--- config.mk ---
export PLATFORM = sky130hd
export DESIGN_NAME = cash_ctrl
export DESIGN_NICKNAME = d
export VERILOG_FILES = /design/src/rtl/cash_ctrl.sv
export SDC_FILE = /design/constraint.sdc
export NUM_CORES = 1
export LEC_CHECK = 0
export ABC_AREA = 1
export ABC_CLOCK_PERIOD_IN_PS = 6110
export BUFFER_PORTS_ARGS = -buffer_cell sky130_fd_sc_hd__buf_2
export CORE_ASPECT_RATIO = 1.5
export CORE_MARGIN = 8
export CORE_UTILIZATION = 45
export CTS_BUF_LIST = sky130_fd_sc_hd__clkbuf_4 sky130_fd_sc_hd__clkbuf_8 sky130_fd_sc_hd__clkbuf_16
export CTS_CLUSTER_DIAMETER = 80
export DETAILED_ROUTE_END_ITERATION = 6
export GPL_TIMING_DRIVEN = 0
export HOLD_SLACK_MARGIN = 0.1
export PLACE_DENSITY = 0.59
export SLEW_MARGIN = 40
export SYNTH_ARGS = -nofsm -noshare
export SYNTH_HDL_FRONTEND = slang
export SYNTH_SLANG_ARGS = --single-unit
--- constraint.sdc ---
create_clock -name clk -period 6.11 [get_ports clk]
set_input_delay 0.611 -clock clk [delete_from_list [all_inputs] [get_ports clk]]
set_output_delay 0.611 -clock clk [all_outputs]
set_load 0.05 [all_outputs]
--- src/rtl/cash_ctrl.sv ---
// cash_ctrl: direct-mapped write-through no-write-allocate cache controller
// driving tag/valid state, CPU stall, line fills from memory and word updates to the data array.
module cash_ctrl #(
    parameter int length = 128,
    parameter int width  = 32
) (
    input  logic                 clk,
    input  logic                 rst_n,
    input  logic                 cpu_rd,
    input  logic                 cpu_wr,
    input  logic [width-1:0]     cpu_addr,
    input  logic [width-1:0]     cpu_wdata,
    output logic                 stall,
    output logic                 we,
    output logic                 read_miss,
    output logic [4*width-1:0]   data_in,
    output logic                 mem_rd,
    output logic                 mem_wr,
    output logic [width-1:0]     mem_addr,
    output logic [width-1:0]     mem_wdata,
    input  logic [4*width-1:0]   mem_rdata,
    input  logic                 mem_ready
);
    localparam int lines = length / 4;
    localparam int ob    = $clog2(length);
    localparam int iw    = ob - 2;
    localparam int tw    = width - ob;

    typedef enum logic [1:0] {IDLE, FETCH, FILL, WRITE} state_t;

    state_t             state, state_nx;
    logic [lines-1:0]   valid;
    logic [tw-1:0]      tag_arr [lines];
    logic [width-1:0]   req_addr, req_data;
    logic [4*width-1:0] line_buf;
    logic [iw-1:0]      idx;
    logic [tw-1:0]      tag;
    logic               hit;

    // Lookup uses the live CPU address while idle, the latched request otherwise
    always_comb begin
        idx = (state == IDLE) ? cpu_addr[ob-1:2] : req_addr[ob-1:2];
        tag = (state == IDLE) ? cpu_addr[width-1:ob] : req_addr[width-1:ob];
        hit = valid[idx] && tag_arr[idx] == tag;
    end

    always_ff @(posedge clk) begin
        if (!rst_n) begin
            state    <= IDLE;
            valid    <= '0;
            req_addr <= '0;
            req_data <= '0;
            line_buf <= '0;
        end else begin
            state <= state_nx;
            if (state == IDLE && cpu_wr) begin
                req_addr <= cpu_addr;
                req_data <= cpu_wdata;
            end else if (state == IDLE && cpu_rd && !hit) begin
                req_addr <= cpu_addr;
            end
            if (state == FETCH && mem_ready) begin
                line_buf   <= mem_rdata;
                valid[idx] <= 1'b1;
            end
        end
    end

    always_ff @(posedge clk) begin
        if (rst_n && state == FETCH && mem_ready) tag_arr[idx] <= tag;
    end

    always_comb begin
        state_nx  = state;
        stall     = 1'b0;
        we        = 1'b0;
        read_miss = 1'b0;
        data_in   = '0;
        mem_rd    = 1'b0;
        mem_wr    = 1'b0;
        mem_addr  = '0;
        mem_wdata = '0;
        case (state)
            IDLE: begin
                stall    = cpu_wr || (cpu_rd && !hit);
                state_nx = cpu_wr ? WRITE : (cpu_rd && !hit) ? FETCH : IDLE;
            end
            FETCH: begin
                stall    = 1'b1;
                mem_rd   = 1'b1;
                mem_addr = {req_addr[width-1:2], 2'b00};
                state_nx = mem_ready ? FILL : FETCH;
            end
            FILL: begin
                stall     = 1'b1;
                we        = 1'b1;
                read_miss = 1'b1;
                data_in   = line_buf;
                state_nx  = IDLE;
            end
            WRITE: begin
                mem_wr    = 1'b1;
                mem_addr  = req_addr;
                mem_wdata = req_data;
                stall     = !mem_ready;
                we        = mem_ready && hit;
                data_in   = (mem_ready && hit) ? {{(3*width){1'b0}}, req_data} : '0;
                state_nx  = mem_ready ? IDLE : WRITE;
            end
            default: state_nx = IDLE;
        endcase
        // Hold every output quiet while reset is asserted
        if (!rst_n) begin
            stall     = 1'b0;
            we        = 1'b0;
            read_miss = 1'b0;
            data_in   = '0;
            mem_rd    = 1'b0;
            mem_wr    = 1'b0;
            mem_addr  = '0;
            mem_wdata = '0;
        end
    end
endmodule

# Yosys cells after proc, flatten, opt, wreduce, memory -nomap -nowiden
# Memory sizes are Yosys's and may differ from the RTL's.
# Index checks and enable logic that the tools add are counted.
# word_totals
reg_bits	226
mem_bits_rw	800
inputBits	197
output_inout_bits	197
elab_cells	61
n_memories	1
# op_classes
n_lt_le_gt_ge	2
n_eq_ne	4
mux	32
n_bitwise	1
n_reduce_logical	16
# mem_list
memory	words	width	read_ports	rd_clocked_by_memory_dff	write_ports	line	rtl
tag_arr	32	25	1	0	1	33	logic [tw-1:0] tag_arr [lines];
# ops
operator	n
one-hot mux 128 bit (2 select lines)	1
two-way mux 32 bit	6
two-way mux 128 bit	1
one-hot mux 32 bit (2 select lines)	1
OR 32 bit	1
== test 25 bit	1
two-way mux 25 bit	1
two-way mux 1 bit	13
logical AND 1 bit	10
one-hot mux 2 bit (4 select lines)	1
< comparator 5 x 6 -> 1 bit, second input constant	1
two-way mux 2 bit	3
binary-select mux 1 bit (select 5 bit)	1
demux 1 bit (select 5 bit)	1
greater-or-equal comparator 5 x 1 -> 1 bit, second input constant	1
two-way mux 5 bit	1
== test 2 bit, second input constant	2
one-hot mux 1 bit (3 select lines)	1
== test 2 x 1 -> 1 bit, second input constant	1
logical NOT 1 bit	2
logical NOT 2 bit	1
one-hot mux 1 bit (2 select lines)	1
nonzero test 2 bit	1
OR reduction 2 bit	1
logical OR 1 bit	1

# Logic depth before layout (Yosys ltp)
# depth
word_depth	10
depth_mapped	31

# Worst setup path before layout
# Ideal clock, no wire load.
# synth_path
kind	register -> output
startpoint	reg state[0]
endpoint	out we
arrival_time_ns	3.758
setup_slack_ns	1.741
stages_incl_launch_ff	17
n_path_buf	4
path_cell_list	dfxtp_1 > inv_1 > ha_1 > buf_6 > buf_6 > clkbuf_1 > clkbuf_1 > o21ai_0 > inv_1 > nand3_1 > nand2_1 > nand2_1 > nor2_1 > nand2_1 > nor2_1 > nand2_1 > o31ai_1
# synth_between
elab_cells_between_ends	13
classes_between	eq/ne (3); mux (6); reduce/logical (3); memory (1)
# synth_rtl
element	line	rtl
start, declared	31	state_t state, state_nx;
start signal, assigned	55	state <= state_nx;
logical NOT 2 bit	43	tag = (state == IDLE) ? cpu_addr[width-1:ob] : req_addr[width-1:ob];
two-way mux 25 bit	43	
via tag[18]	37	logic [tw-1:0] tag;
== test 25 bit	44	hit = valid[idx] && tag_arr[idx] == tag;
logical AND 1 bit	44	
logical AND 1 bit	106	we = mem_ready && hit;
one-hot mux 1 bit (2 select lines)	83	case (state)
two-way mux 1 bit	113	if (!rst_n) begin
end, declared	14	output logic we,
# The timed path passes the listed nets, and every way through them passes these cells. The select of a mux whose other input is x is not followed.

# Worst setup path after layout
# layout_path
startpoint	reg state[1]
endpoint	out data_in[7]
# layout_between
elab_cells_between_ends	14
classes_between	eq/ne (3); mux (7); reduce/logical (3); memory (1)
# layout_rtl
element	line	rtl
logical NOT 2 bit	43	
two-way mux 25 bit	43	
via tag[19]	37	
== test 25 bit	44	
logical AND 1 bit	44	
logical AND 1 bit	107	data_in = (mem_ready && hit) ? {{(3*width){1'b0}}, req_data} : '0;
two-way mux 32 bit	107	
one-hot mux 128 bit (2 select lines)	83	
two-way mux 128 bit	113	
end, declared	16	output logic [4*width-1:0] data_in,
# The timed path passes the listed nets, and every way through them passes these cells. The select of a mux whose other input is x is not followed.

==> results.ini <==
[run_status]
status=finished, final reports clean

[floorplan]
initial_core_util=0.4534
die_x_um=276.6
num_io_pins=394
die_y_um=406.9
die-area_mm2=0.1125
coreArea_mm2=0.1011
rows=143

[worst_setup_path]
cp_slowest_stage_delay_ns=0.48
cp.arrival_ns=5.44
start_kind=flop
crit_top_cell=nand2_1
crit_path_cell_trace=inv_1 > ha_1 > buf_6 > buf_6 > clkbuf_2 > clkbuf_2 > nand2_1 > o21ai_1 > inv_2 > nand2_1 > nand2_1 > inv_2 > nand2_1 > nor2_1 > nand2_1 > nor2_1 > nand2_2 > inv_2 > buf_2 > nand4_1 > a21oi_4 > buf_6
path_class=flop to output port
rr_endpoint=req_addr[5]
critPathSlowestCell=clkbuf_2
worstPathRequired_ns=5.50
reg2reg_depth=22
critPathTopFamily=buffers and inverters
path_buf_inv=10
rrSetupSlack_ns=1.14
worstPathMaxFanout=33
r2r-start=state[1]
crit_path_end_kind=output port

[clock_network]
cts_root_buf=clkbuf_16
htreeDepth=3
clk_latency_ns=0.72
cts_tree=done
cts_buffer_depth=3
path_clk_slew_ns=0.06
cts.sinks=1026
cts_hold_buf=0
cts_made_buffers=100

[detailed_routing]
wl_per_cell_um=26.10
via_count=38360
drt-initial-drc-count=4020
wirelength_um=188900
via_per_inst=5.301
firstDrtPassIters=6
antenna_left=0
drc=0

[synth]
synth_top_area_cell=edfxtp_1
async_flop_share=0
synth_top_area_frac=0.5241
synth.most_common_cell=nand2_1
synth_ff_type=edfxtp_1
synthSimpleGateAreaFrac=0.2214
synth_fp_nets=5448
synthDistinctLibCells=32
synthXorXnorAreaFrac=0
postSynthAreaPerCell_um2=8.738
synth-compound-area-share=0.06289
muxShareOfSynthArea=0
synth_enable_flop_cells=800
synthTopCellsByCount=nand2_1, edfxtp_1, inv_1
synthCells=5246
synth_area_leaders=edfxtp_1, nand2_1, dfxtp_1
syn_area_mm2=0.04584
ys_seq_area_frac=0.6228
yosysWarningCount=0
ys_seq_elements=1026
synth_fa_ha_area_frac=0.001365
synth_top_family_by_area=simple AND/OR/NAND/NOR gates

[timing]
finClkSkew_ns=0.03179
rsz0062_at_grt=no
hold_violations=0
worst_pin_slew_ns=0.9955
clock.fmax_mhz=165.3
whs_ns=0.1337
min_period_ns=6.050
tns_ns=0
maxSlewViolCount=0
setup_viol=0
fin_crit_sh=0.9902
relSlewSlack=0.3363

[min_path]
hold_path_class=input port to flop
hold_depth=3
hold_path_end=req_addr[0]
hp-start=cpu_addr[0]

[global_routing]
grtUsageTotal=0.3272
grt_first_pass_wirelength_um=262900
grt_start_max_net_pins=35
first_global_vias=37160
grt_remaining_overflow=0
antenna_found_initial=20

[pwr]
irDropWorstVdd_uv=245.7
p_leak_nw=24.95
power_density_mw_per_mm2=350.0

[final_layout]
n_fill_cell=9130
drive_gt1_frac=0.1567
layout.cells.non_filler=7236
fin_util=0.5481
nets=6045
areaGrowthSynthToFinish_pct=20.88

[placement]
gp_congestion=0.9567
portBuffers=392
hpwl_um=139800
dp.cells=7014

[flow_run]
cap_violations=0

## final cells by class
| cell class | count | area, um2 | share of cell area |
|---|---|---|---|
| Antenna cell | 4 | 10.01 | 0.0001807 |
| Buffer | 272 | 1379 | 0.02488 |
| Clock buffer | 132 | 2880 | 0.05198 |
| Timing Repair inverter | 2 | 10.01 | 0.0001807 |
| Multi-Input combinational cell | 3156 | 13480 | 0.2434 |
| Inverter | 792 | 2989 | 0.05395 |
| Tap cell | 1305 | 1633 | 0.02947 |
| Timing Repair Buffer | 493 | 3845 | 0.06939 |
| Clock inverter | 54 | 626.9 | 0.01131 |
| Sequential cell | 1026 | 28550 | 0.5153 |
## worst register-to-register path, stage by stage, from the launching register on
cell and delay [ns]:
dfxtp_1 0.33, inv_1 0.12, ha_1 0.17, buf_6 0.15, buf_6 0.18, clkbuf_2 0.37
clkbuf_2 0.49, nand2_1 0.15, o21ai_1 0.36, inv_2 0.43, nand2_1 0.18, nand2_1 0.16
inv_2 0.09, nand2_1 0.06, nor2_1 0.11, nand2_1 0.06, nor2_1 0.09, nand3_1 0.23
nand2_1 0.37, nand2_1 0.16, clkbuf_2 0.36, nand3_1 0.18, nand2_1 0.08
## kinds of logic after synthesis
group,count (synthesis)
adder cells (fa/ha/maj),5
buffers and inverters,1064
flip-flops,1026
AND/OR/NAND/NOR,2588
AO/OA/AOI/OAI,563
## repair_timing
action                     in CTS  in global routing
pin swaps                       9                  5
resized for setup              82                 42
cloned                          2                  0
setup endpoints to repair      43                 32
buffers inserted               20                 10
## cells in the final DEF (no fill, tap or decap), types with 45 or more instances in the layout
master | netlist | final
nand3_1 | 89 | 88
a21oi_1 | 162 | 160
buf_16 | 0 | 45
clkbuf_16 | 0 | 105
buf_2 | 96 | 452
nand2_1 | 1933 | 1925
dfxtp_1 | 226 | 225
edfxtp_1 | 800 | 800
buf_4 | 12 | 57
o21ai_0 | 364 | 351
nor2_1 | 476 | 437
clkbuf_1 | 138 | 107
inv_1 | 781 | 755
## worst max path at each step
stage	depth (start not counted)	start	slack, ns	to
final	22	state[1]	0.06	data_in[7]
after global routing	22	state[1]	0.03	data_in[7]
after CTS	30	state[0]	0.001	stall
after detailed placement	20	state[0]	-0.99	stall
after global placement	10	state[0]	-1.63	tag_arr[30][20]
after floorplan	16	state[0]	1.74	we
## per-layer routing
metal | vias to the layer above | GRT usage | share of wire
met5 | - | 0 | 0.00099
met4 | 26 | 0.2830 | 0.10
met3 | 652 | 0.08091 | 0.093
met2 | 2151 | 0.5551 | 0.47
li1 | 17680 | - | -
met1 | 17850 | 0.3397 | 0.33
## flip-flops by register name (all words and copies together) (netlist names)
signal	cells
line_buf	128
req_addr	32
req_data	32
state	2
tag_arr	800
valid	32
## power by group
part / switching (mW) / internal (mW)
logic: 3.55 / 1.06
clock network: 2.77 / 3.90
registers: 0.0729 / 8.04
total: 6.39 / 13.0
## per-stage QoR
stage / total power [mW] / instance area [um2] / setup WS, ns
after global placement: 12.52 / 49430 / -1.626
final: 19.39 / 55410 / 0.05962
after floorplan: 10.69 / 45840 / 1.741
after detailed placement: 12.60 / 51350 / -0.9924
after global routing: 19.96 / 55400 / 0.03458
after CTS: 19.28 / 55230 / 0.001147
Power figures use the tool's default switching activity.
